`src/rtl/label_ram_sched.sv`:
```
// Label-RAM access controller: muxes wavefront/backtrace writes onto one RAM port,
// with a self-timed clear sequencer and saturating label increment.
module label_ram_sched #(
  parameter int unsigned         ADDR_LEN  = 16,
  parameter int unsigned         DATA_LEN  = 8,
  parameter int unsigned         CLR_DEPTH = 2**ADDR_LEN,
  parameter logic [DATA_LEN-1:0] CLR_VALUE = '0
) (
  input  logic                CLK,
  input  logic                RST_N,
  input  logic                clr_start,
  input  logic                BC_mode,
  input  logic                wen_cgr,
  input  logic                wen_sqg,
  input  logic [ADDR_LEN-1:0] BC_rd_addr,
  input  logic [ADDR_LEN-1:0] BC_wr_addr,
  input  logic [ADDR_LEN-1:0] XY,
  input  logic [DATA_LEN-1:0] MLXY,
  input  logic [DATA_LEN-1:0] ML1XY,
  input  logic                ovf_clr,
  output logic                wr_en,
  output logic [ADDR_LEN-1:0] wr_addr,
  output logic [DATA_LEN-1:0] wr_data,
  output logic [ADDR_LEN-1:0] rd_addr,
  output logic                req_ready,
  output logic                clr_busy,
  output logic                clr_done,
  output logic                lbl_ovf
);

  // One extra counter bit so a full-depth clear can reach CLR_DEPTH without wrapping.
  localparam int unsigned      CNT_W   = ADDR_LEN + 1;
  localparam logic [CNT_W-1:0] CNT_END = CNT_W'(CLR_DEPTH);

  typedef enum logic [1:0] {S_IDLE, S_CLEAR, S_DONE} state_t;

  state_t             state;
  logic [CNT_W-1:0]   clr_cnt;

  logic                req_c;
  logic                take_c;
  logic                lbl_max_c;
  logic [DATA_LEN-1:0] lbl_inc_c;

  // Request acceptance and saturating increment of the current label.
  always_comb begin
    req_c     = wen_cgr | wen_sqg;
    take_c    = (state == S_IDLE) & req_ready & req_c & ~clr_start;
    lbl_max_c = &MLXY;
    lbl_inc_c = lbl_max_c ? MLXY : MLXY + DATA_LEN'(1);
  end

  // The state tracks what the registered outputs currently show.
  always_ff @(posedge CLK or negedge RST_N) begin
    if (!RST_N) begin
      state     <= S_IDLE;
      clr_cnt   <= '0;
      wr_en     <= 1'b0;
      wr_addr   <= '0;
      wr_data   <= '0;
      rd_addr   <= '0;
      req_ready <= 1'b0;
      clr_busy  <= 1'b0;
      clr_done  <= 1'b0;
      lbl_ovf   <= 1'b0;
    end else begin
      case (state)
        S_IDLE: begin
          rd_addr <= BC_mode ? XY : BC_rd_addr;
          if (clr_start) begin
            state     <= S_CLEAR;
            clr_cnt   <= CNT_W'(1);
            wr_en     <= 1'b1;
            wr_addr   <= '0;
            wr_data   <= CLR_VALUE;
            clr_busy  <= 1'b1;
            req_ready <= 1'b0;
          end else begin
            req_ready <= 1'b1;
            wr_en     <= take_c;
            if (take_c) begin
              wr_addr <= BC_mode ? XY : BC_wr_addr;
              wr_data <= BC_mode ? lbl_inc_c : ML1XY;
            end
          end
        end
        S_CLEAR: begin
          if (clr_cnt == CNT_END) begin
            state    <= S_DONE;
            wr_en    <= 1'b0;
            clr_done <= 1'b1;
          end else begin
            wr_addr <= clr_cnt[ADDR_LEN-1:0];
            clr_cnt <= clr_cnt + CNT_W'(1);
          end
        end
        S_DONE: begin
          state     <= S_IDLE;
          clr_cnt   <= '0;
          clr_done  <= 1'b0;
          clr_busy  <= 1'b0;
          req_ready <= 1'b1;
        end
        default: state <= S_IDLE;
      endcase

      if (take_c && BC_mode && lbl_max_c)
        lbl_ovf <= 1'b1;
      else if (ovf_clr)
        lbl_ovf <= 1'b0;
    end
  end

endmodule

```
`config.mk`:
```
export PLATFORM = sky130hd
export DESIGN_NAME = label_ram_sched
export DESIGN_NICKNAME = d
export VERILOG_FILES = /design/src/rtl/label_ram_sched.sv
export SDC_FILE = /design/constraint.sdc
export NUM_CORES = 1
export LEC_CHECK = 0
export BUFFER_PORTS_ARGS = -buffer_cell sky130_fd_sc_hd__buf_2
export CAP_MARGIN = 20
export CORE_MARGIN = 5
export CORE_UTILIZATION = 52
export CTS_CLUSTER_SIZE = 20
export DETAILED_ROUTE_END_ITERATION = 16
export GPL_TIMING_DRIVEN = 0
export PLACE_DENSITY_LB_ADDON = 0.12
export SYNTH_ARGS = -nofsm -noshare
export SYNTH_HDL_FRONTEND = slang
export SYNTH_SLANG_ARGS = --single-unit
export TNS_END_PERCENT = 20
```
`constraint.sdc`:
```
create_clock -name CLK -period 2.3 [get_ports CLK]
set_input_delay 0.115 -clock CLK [delete_from_list [all_inputs] [get_ports CLK]]
set_output_delay 0.115 -clock CLK [all_outputs]
set_load 0.02 [all_outputs]
```
Yosys cells after proc, flatten, opt, wreduce, memory -nomap -nowiden
Cells that the tools add are included.

storage, ports and cells
  register bits after elaboration = 64
  input port bits = 71
  output and inout bits = 45
  logic and storage cells = 68

cells by class
  add/subtract/negate cells = 2
  eq/ne operators = 7
  multiplexer cells = 27
  bitwise logic cells = 5
  reductions and logical operators = 17

operators with widths
  operator                                              count
  2-to-1 mux 16 bit                                     5
  case mux 17 bit (3 select lines)                      1
  2-to-1 mux 17 bit                                     2
  2-to-1 mux 8 bit                                      4
  case mux 16 bit (2 select lines)                      1
  adder 17 x 1 -> 17 bit (second input constant)        1
  equality test 17 bit (second input constant)          1
  AND reduction 2 bit                                   5
  nonzero test 2 bit                                    5
  adder 8 x 1 -> 8 bit (second input constant)          1
  case mux 1 bit (2 select lines)                       4
  AND reduction 8 bit                                   1
  2-to-1 mux 1 bit                                      7
  != test 2 bit (second input constant)                 3
  AND reduction 3 bit                                   2
  2-to-1 mux 2 bit                                      2
  case mux 2 bit (2 select lines)                       1
  AND 1 bit                                             3
  != test 3 bit (second input constant)                 1
  nonzero test 3 bit                                    1
  equality test 2 x 1 -> 1 bit (second input constant)  1
  equality test 2 bit (second input constant)           1
  logical AND 1 bit                                     2
  zero test 2 bit                                       1
  other kinds (2)                                       2

Depth between registers and ports, before layout
Gate-level depths: netlist of run 1.

  word-level depth = 7
  depth in mapped cells = 8
  mapped depth without buffers = 6

Worst setup path after synthesis of run 1
OpenSTA, ideal clock, no wires.

  path type = flip-flop to flip-flop
  from = register state[1]
  to = register wr_addr[10]
  library setup time = 0.125 ns
  data arrival time = 1.789 ns
  required time = 2.175 ns
  setup slack = 0.386 ns
  stages on the path, launching flop included = 9
  path buffers = 3
  period minus slack after synthesis = 1.914 ns
  path through = dfrtp_1 -> inv_1 -> ha_1 -> clkbuf_1 -> or2_2 -> clkbuf_1 -> clkbuf_1 -> o21ai_0 -> mux2_4

on the way
  longest elaborated chain between the ends = 6
  elaborated cells between the ends (all ways) = 10
  classes of those cells = eq/ne: 3; mux: 1; bitwise: 3; reduce/logical: 3

RTL lines
  item                           line    text
  from (decl)                    37      state_t state;
  from (signal assigned)         56      state <= S_IDLE;
  from (signal assigned)         71      state <= S_CLEAR;
  from (signal assigned)         89      state <= S_DONE;
  zero test 2 bit                48, 67
  AND 1 bit (3 in series)        48      take_c = (state == S_IDLE) & req_ready & req_c & ~clr_start;
  != test 3 bit (no line)        --
  AND reduction 3 bit (no line)  --
  to (signal assigned)           82      wr_addr <= BC_mode ? XY : BC_wr_addr;
  to (signal assigned)           93      wr_addr <= clr_cnt[ADDR_LEN-1:0];
  to (decl)                      22      output logic [ADDR_LEN-1:0] wr_addr,

Several ways; a longest one is shown, not always the timed one.
A chain may end at the register's enable or synchronous reset.

Worst setup path after layout of run 1
  from = register state[0]
  to = register clr_cnt[11]

on the way
  longest elaborated chain between the ends = 3
  elaborated cells between the ends (all ways) = 8
  classes of those cells = eq/ne: 4; mux: 1; reduce/logical: 3

RTL lines
  item                                                           line  text
  equality test 2 x 1 -> 1 bit (tied with other cells)           67    case (state)
  != test 2 bit (no line) or nonzero test 3 bit (tied branches)  --
  AND reduction 3 bit (no line)                                  --
  to (signal assigned)                                           94    clr_cnt <= clr_cnt + CNT_W'(1);
  to (decl)                                                      38    logic [CNT_W-1:0] clr_cnt;

Several ways; a longest one is shown, not always the timed one.

==> results of run 1 <==
==> layout by cell type, fill, tap and decap left out, types with 4 or more instances in the layout <==
master                     count
sky130_fd_sc_hd__nand4_1       6
sky130_fd_sc_hd__nor4_1        4
sky130_fd_sc_hd__a31oi_1      14
sky130_fd_sc_hd__and3_1        9
sky130_fd_sc_hd__inv_1        10
sky130_fd_sc_hd__o22ai_1       6
sky130_fd_sc_hd__buf_2       120
sky130_fd_sc_hd__a21oi_1      21
sky130_fd_sc_hd__dfrtp_1      64
sky130_fd_sc_hd__nand2_1      31
sky130_fd_sc_hd__o21ai_0      27
sky130_fd_sc_hd__mux2i_1      35
sky130_fd_sc_hd__clkbuf_1      8
sky130_fd_sc_hd__o31ai_1       4
sky130_fd_sc_hd__nor2_1       26
sky130_fd_sc_hd__o21a_1        5
sky130_fd_sc_hd__mux2_2        7
sky130_fd_sc_hd__mux2_4       10
sky130_fd_sc_hd__nand3_1      10
sky130_fd_sc_hd__ha_1          9
sky130_fd_sc_hd__clkbuf_8     11
==> worst paths after layout <==
path                                 start  slack (ps)          end  depth (start not counted)
worst min register to register  wr_data[1]         490   wr_data[1]                          2
worst min-delay path              ML1XY[4]          40   wr_data[4]                          3
max in group asynchronous            RST_N        1340   rd_addr[1]                          2
worst max-delay path              state[0]         150  clr_cnt[11]                          8
worst max register to register    state[0]         150  clr_cnt[11]                          8
min in group asynchronous            RST_N         440   clr_cnt[7]                          2
==> cell type report <==
cell class                      count  area (um^2)
Buffer                             21        123.9
Clock buffer                       13        158.9
Clock inverter                      3        40.04
Fill cell                         597         2245
Inverter                           10        37.54
Multi-Input combinational cell    275         1987
Sequential cell                    64         1602
Tap cell                           96        120.1
Timing Repair Buffer              116        593.1
==> sequential cells by signal, indices dropped and copies added, names as in the netlist <==
register / flops
clr_cnt: 17
rd_addr: 16
wr_addr: 16
wr_data: 8
state: 2
clr_busy: 1
clr_done: 1
lbl_ovf: 1
req_ready: 1
wr_en: 1
==> timing repair <==
item	in CTS	in global routing
hold buffers	2	0
setup endpoints to repair	4	28
endpoints found under the hold margin	65	0
pin swaps	0	0
gates resized for setup	1	8
==> per-layer routing <==
layer | share of wire | vias to the layer above | wire [um] | GRT usage
met5 | 0 | - | 0 | 0
met4 | 0.0057 | 0 | 59 | 0.06250
met3 | 0.075 | 8 | 782 | 0.05737
met2 | 0.50 | 143 | 5150 | 0.4046
met1 | 0.42 | 1646 | 4397 | 0.3196
li1 | - | 1635 | - | -
==> cells by family after synthesis <==
family	after synthesis	share of synthesized area
multiplexers	53	0.1583
AND/OR/NAND/NOR	106	0.1516
XOR/XNOR	1	0.002348
AO/OA/AOI/OAI	106	0.1851
buffers and inverters	33	0.04326
adder cells (fa/ha/maj)	9	0.03018
flip-flops	64	0.4292
==> through the flow <==
stage                     setup slack (ps)  utilization  power [uW]  cell area (um^2)  hold WS [ps]
after floorplan                      385.7            -        3398              3731        -180.6
after global placement               60.25       0.6402        4141              4422         319.8
after detailed placement            0.9250       0.6406        4196              4424         263.5
after CTS                            51.99       0.6725        5204              4644         33.22
after global routing                 7.206       0.6750        5551              4662         40.68
final                                153.6       0.6750        5214              4662         38.55
==> report_power, final <==
part           switching, uW  internal, uW  leakage, uW
registers                218          1490     0.000815
clock network            431           558     0.000103
logic                   1560           963      0.00135
==> worst min-delay path: stages <==
cell,delay (ps)
sky130_fd_sc_hd__buf_2,70
sky130_fd_sc_hd__a32oi_1,80
sky130_fd_sc_hd__o21ai_1,70
==> impl_metrics.yaml, run 1 <==
worst_setup_path:
  worst-setup-path-type: "flop to flop"
  worst_path_largest_cell_delay_ps: 420
  timing.critical_path.arrival_ps: 2370
  worst_path_max_delay_cell: "sky130_fd_sc_hd__dfrtp_1"
  critPathBufInv: 3
  critical-path-top-delay-family: "buffers and inverters"
  worstPathRequired_ps: 2520
  crit_path_start_kind: "flop"
  cp_cell_sequence: "inv_1 -> ha_1 -> buf_2 -> and2b_2 -> nor2_1 -> clkbuf_4 -> o21ai_4 -> a221o_1"
  critical_path.endpoint_type: "flop"
  critPathMaxFanout: 10
min_path:
  worst_hold_path_type: "primary input to flop"
global_routing:
  grt_start_max_net_pins: 65
  grt_antenna_before_repair: 0
  total_track_usage: 0.2433
  total_global_routing_overflow: 0
  grt_pass1_vias: 3441
  grt_first_pass_wirelength_um: 17050
cts:
  cts_post_setup_buffers_inserted: 0
  ctsLongestPathBuffers: 2
  clkLatencyLatePin_ps: 340
  cts.htree.levels: 3
  cts_root_buf: "sky130_fd_sc_hd__clkbuf_8"
  cts_tree: "done"
  clkSinkCount: 64
  cts.clk_slew.worst_paths_ps: 70
  cts_buffers: 9
placement:
  dp_cells: 582
  buffer_ports.inserted: 114
  detailedPlacementHpwl_um: 7763
  gp_congestion: 0.8917
timing:
  totalNegativeSetupSlack_ps: 0
  max_clock_freq_mhz: 465.9
  layout_min_cycle_time_ps: 2146
  max_slew.worst_pin.slew_ps: 819.1
  final.setup_skew_ps: 7.416
  hold_viol: 0
  slew_headroom: 0.4540
  rsz0062_at_grt: "no"
  post_route_fraction_of_the_period_consumed_by_the_critical_path: 0.9332
  final-max-slew-violation-count: 0
  setup_violations: 0
yosys:
  post_synth_instance_area_um2: 3731
  synth_top_area_frac: 0.4292
  synth_warnings: 0
  ys_types: 50
  post_synth_most_frequent_cells: "64 x sky130_fd_sc_hd__dfrtp_1, 35 x sky130_fd_sc_hd__mux2i_1, 31 x sky130_fd_sc_hd__nand2_1"
  post_synth_main_area_contributors: "sky130_fd_sc_hd__dfrtp_1 43%, sky130_fd_sc_hd__mux2i_1 9.4%, sky130_fd_sc_hd__mux2_4 4.0%, sky130_fd_sc_hd__o21ai_0 3.6%, sky130_fd_sc_hd__nand2_1 3.1%"
  synth-edff-count: 0
  yosys_register_bits: 64
  synth_area_per_cell_um2: 10.03
  post_synth_inst_count: 372
  synth.net_count: 452
  synth.most_common_cell: "sky130_fd_sc_hd__dfrtp_1"
  synth-async-reset-ratio: 1.000
  dominantRegCellSynth: "sky130_fd_sc_hd__dfrtp_1"
  yosys.area.top_type: "sky130_fd_sc_hd__dfrtp_1"
  synth.yosys.seq_area_share: 0.4292
power:
  worst_ir_drop_vdd_mv: 0.7392
  p_leak_uw: 0.002273
  power_density_nw_per_um2: 1118
detailed_routing:
  detail_route.vias_per_cell: 5.739
  ant_nets: 0
  drt_drc_violations_left: 0
  dr.first_iter.drc_count: 262
  via_count: 3432
  routed_len_inst_um: 17.37
  drt-pass1-iter-count: 4
  wirelength_um: 10390
die:
  io_pins: 116
  fp-row-count: 30
  initial_utilization: 0.5402
  floorplan.die.width_um: 94.71
  die_area_um2: 8969
  die_y_um: 94.71
  core_area_um2: 6907
run_status:
  status: "finished, final reports clean"
finish:
  number_of_antenna_repair_diodes: 0
  area_delta_synth_final_pct: 24.95
  finalNonFillerCells: 598
  post_route_cells_drive_above_1_share: 0.3506
  final_net_count: 577
flow_run:
  drv.max_cap_violation_count: 0
Note: power is estimated with default switching activity, not from simulation.
==> inputs of run 2 (changes only) <==
- CTS_CLUSTER_SIZE: 20 -> 16
- clock period: 2.3 -> 2.7 ns (I/O delays scaled with it)
==> run 2 against run 1 <==
  * Combinational power is 15% lower
  * Critical path depth stayed put
  * Clock skew is 1.4 ps higher
  * Global-route usage stayed put
  * Power is 15% lower
  * Sequential share of layout area is 0.14 points higher
  * Flip-flop and latch count stayed put
  * Clock-buffer cell count stayed put
  * Utilization is 0.27 points lower
  * Die area stayed put
  * Routed wire length is 0.11% higher
  * Critical path type unchanged
  * Critical endpoint is now wr_addr[12]
  * Largest cell class unchanged
==> impl_metrics.yaml, run 2 (same netlist as run 1, synthesis figures left out) <==
flow_run:
  drv.max_cap_violation_count: 0
finish:
  area.sequential_um2: 1602
  registers.top_by_ff_count: "clr_cnt"
  final_net_count: 579
  largest_registers: "clr_cnt x17, rd_addr x16, wr_addr x16"
  post_route_cells_drive_above_1_share: 0.3393
  multi_input_comb_area_um2: 1968
  largest_reg_flops: 17
  number_of_antenna_repair_diodes: 0
  layout_commonest_cell: "sky130_fd_sc_hd__buf_2"
  most-common-layout-cells: "122 x sky130_fd_sc_hd__buf_2, 64 x sky130_fd_sc_hd__dfrtp_1, 35 x sky130_fd_sc_hd__mux2i_1"
  area_delta_synth_final_pct: 24.45
  finalNonFillerCells: 600
  fillers: 603
worst_setup_path:
  critPathMaxFanout: 10
  crit_path_start_kind: "flop"
  critical_path.endpoint_type: "flop"
  timing.critical_path.arrival_ps: 2550
  worst-setup-path-type: "flop to flop"
  worstPathRequired_ps: 2930
power:
  p_leak_uw: 0.002263
  power_density_nw_per_um2: 953.4
  worst_ir_drop_vdd_mv: 0.6237
  report.power.total_uw: 4427
die:
  fp-row-count: 30
  initial_utilization: 0.5402
  core_area_um2: 6907
  die_area_um2: 8969
  io_pins: 116
  floorplan.die.width_um: 94.71
  die_y_um: 94.71
detailed_routing:
  ant_nets: 0
  dr.first_iter.drc_count: 261
  detail_route.vias_per_cell: 5.757
  routed_len_inst_um: 17.34
  drt_drc_violations_left: 0
  drt-pass1-iter-count: 5
  wirelength_um: 10400
  via_count: 3454
timing:
  hold_viol: 0
  final.setup_skew_ps: 8.858
  final-max-slew-violation-count: 0
  slew_headroom: 0.4617
  layout_setup_ws_ps: 375.6
  rsz0062_at_grt: "no"
  max_clock_freq_mhz: 430.2
  max_slew.worst_pin.slew_ps: 807.4
  layout_min_cycle_time_ps: 2324
  setup_violations: 0
  post_route_fraction_of_the_period_consumed_by_the_critical_path: 0.8609
  totalNegativeSetupSlack_ps: 0
global_routing:
  grt_first_pass_wirelength_um: 17050
  grt_pass1_vias: 3441
  total_global_routing_overflow: 0
  grt_start_max_net_pins: 65
  grt_antenna_before_repair: 0
  total_track_usage: 0.2433
placement:
  gp_congestion: 0.8917
  dp_cells: 582
  dpl_ws_ps: 400.9
  detailedPlacementHpwl_um: 7763
  buffer_ports.inserted: 114
cts:
  cts-resized-gates: 0
  cts_root_buf: "sky130_fd_sc_hd__clkbuf_8"
  cts_buffers: 9
  cts_tree: "done"
  ctsLongestPathBuffers: 2
  clkSinkCount: 64
  clkLatencyLatePin_ps: 340
  cts.clk_slew.worst_paths_ps: 70
  cts.htree.levels: 3
run_status:
  status: "finished, final reports clean"
min_path:
  worst_hold_path_type: "primary input to flop"
-- run 2: cell type report --
| type | count | area share |
|---|---|---|
| multi-input combinational | 275 | 0.4239 |
| sequential | 64 | 0.3449 |
| timing repair buffer | 116 | 0.1277 |
| clock buffer | 13 | 0.03422 |
| buffer | 23 | 0.02668 |
| tap | 96 | 0.02587 |
| clock inverter | 3 | 0.008623 |
| inverter | 10 | 0.008084 |
-- run 2: metrics by stage --
step	util	cell area [um^2]	hold slack [ps]
4_1_cts	0.6723	4643	53.22
3_5_place_dp	0.6406	4424	283.5
2_1_floorplan	-	3731	-160.6
6_report	0.6723	4643	52.63
3_3_place_gp	0.6402	4422	339.8
5_1_grt	0.6723	4643	60.68
-- run 2: report_power, final --
group	switching (uW)	total (uW)	internal (uW)
Combinational	1320	2130	806
Clock	372	847	475
Sequential	186	1450	1270
-- run 2: per-layer routing --
metal  share of wire  routed length (um)  up-vias  global-route usage
met5               0                   0        -                   0
met4          0.0094                  98        0             0.06250
met3           0.075                 776       13             0.05737
met2            0.49                5127      137              0.4046
met1            0.42                4398     1675              0.3196
li1                -                   -     1629                   -
-- run 2: what timing repair did --
action / 4_1_cts / 5_1_grt
buffers inserted: 0 / 0
endpoints found under the hold margin: 65 / 0
endpoints found under the setup margin: 0 / 0
hold buffers: 2 / 0
-- run 2: worst max-delay path, cell delays in order (launching register included) --
cell and delay, ps:
sky130_fd_sc_hd__dfrtp_1 410, sky130_fd_sc_hd__inv_1 130, sky130_fd_sc_hd__ha_1 160, sky130_fd_sc_hd__clkbuf_1 270, sky130_fd_sc_hd__or2_2 170, sky130_fd_sc_hd__clkbuf_1 240
sky130_fd_sc_hd__clkbuf_1 380, sky130_fd_sc_hd__o21ai_0 170, sky130_fd_sc_hd__mux2_4 280
-- run 2: final timing paths --
kind	to	slack (ps)	from	cells past startpoint
setup reg to reg	wr_addr[12]	380	state[1]	8
min in group asynchronous	clr_cnt[8]	450	RST_N	2
hold reg to reg	wr_data[1]	490	wr_data[1]	2
hold / removal	wr_data[4]	50	ML1XY[4]	3
max in group asynchronous	rd_addr[1]	1730	RST_N	2
setup / recovery	wr_addr[12]	380	state[1]	8
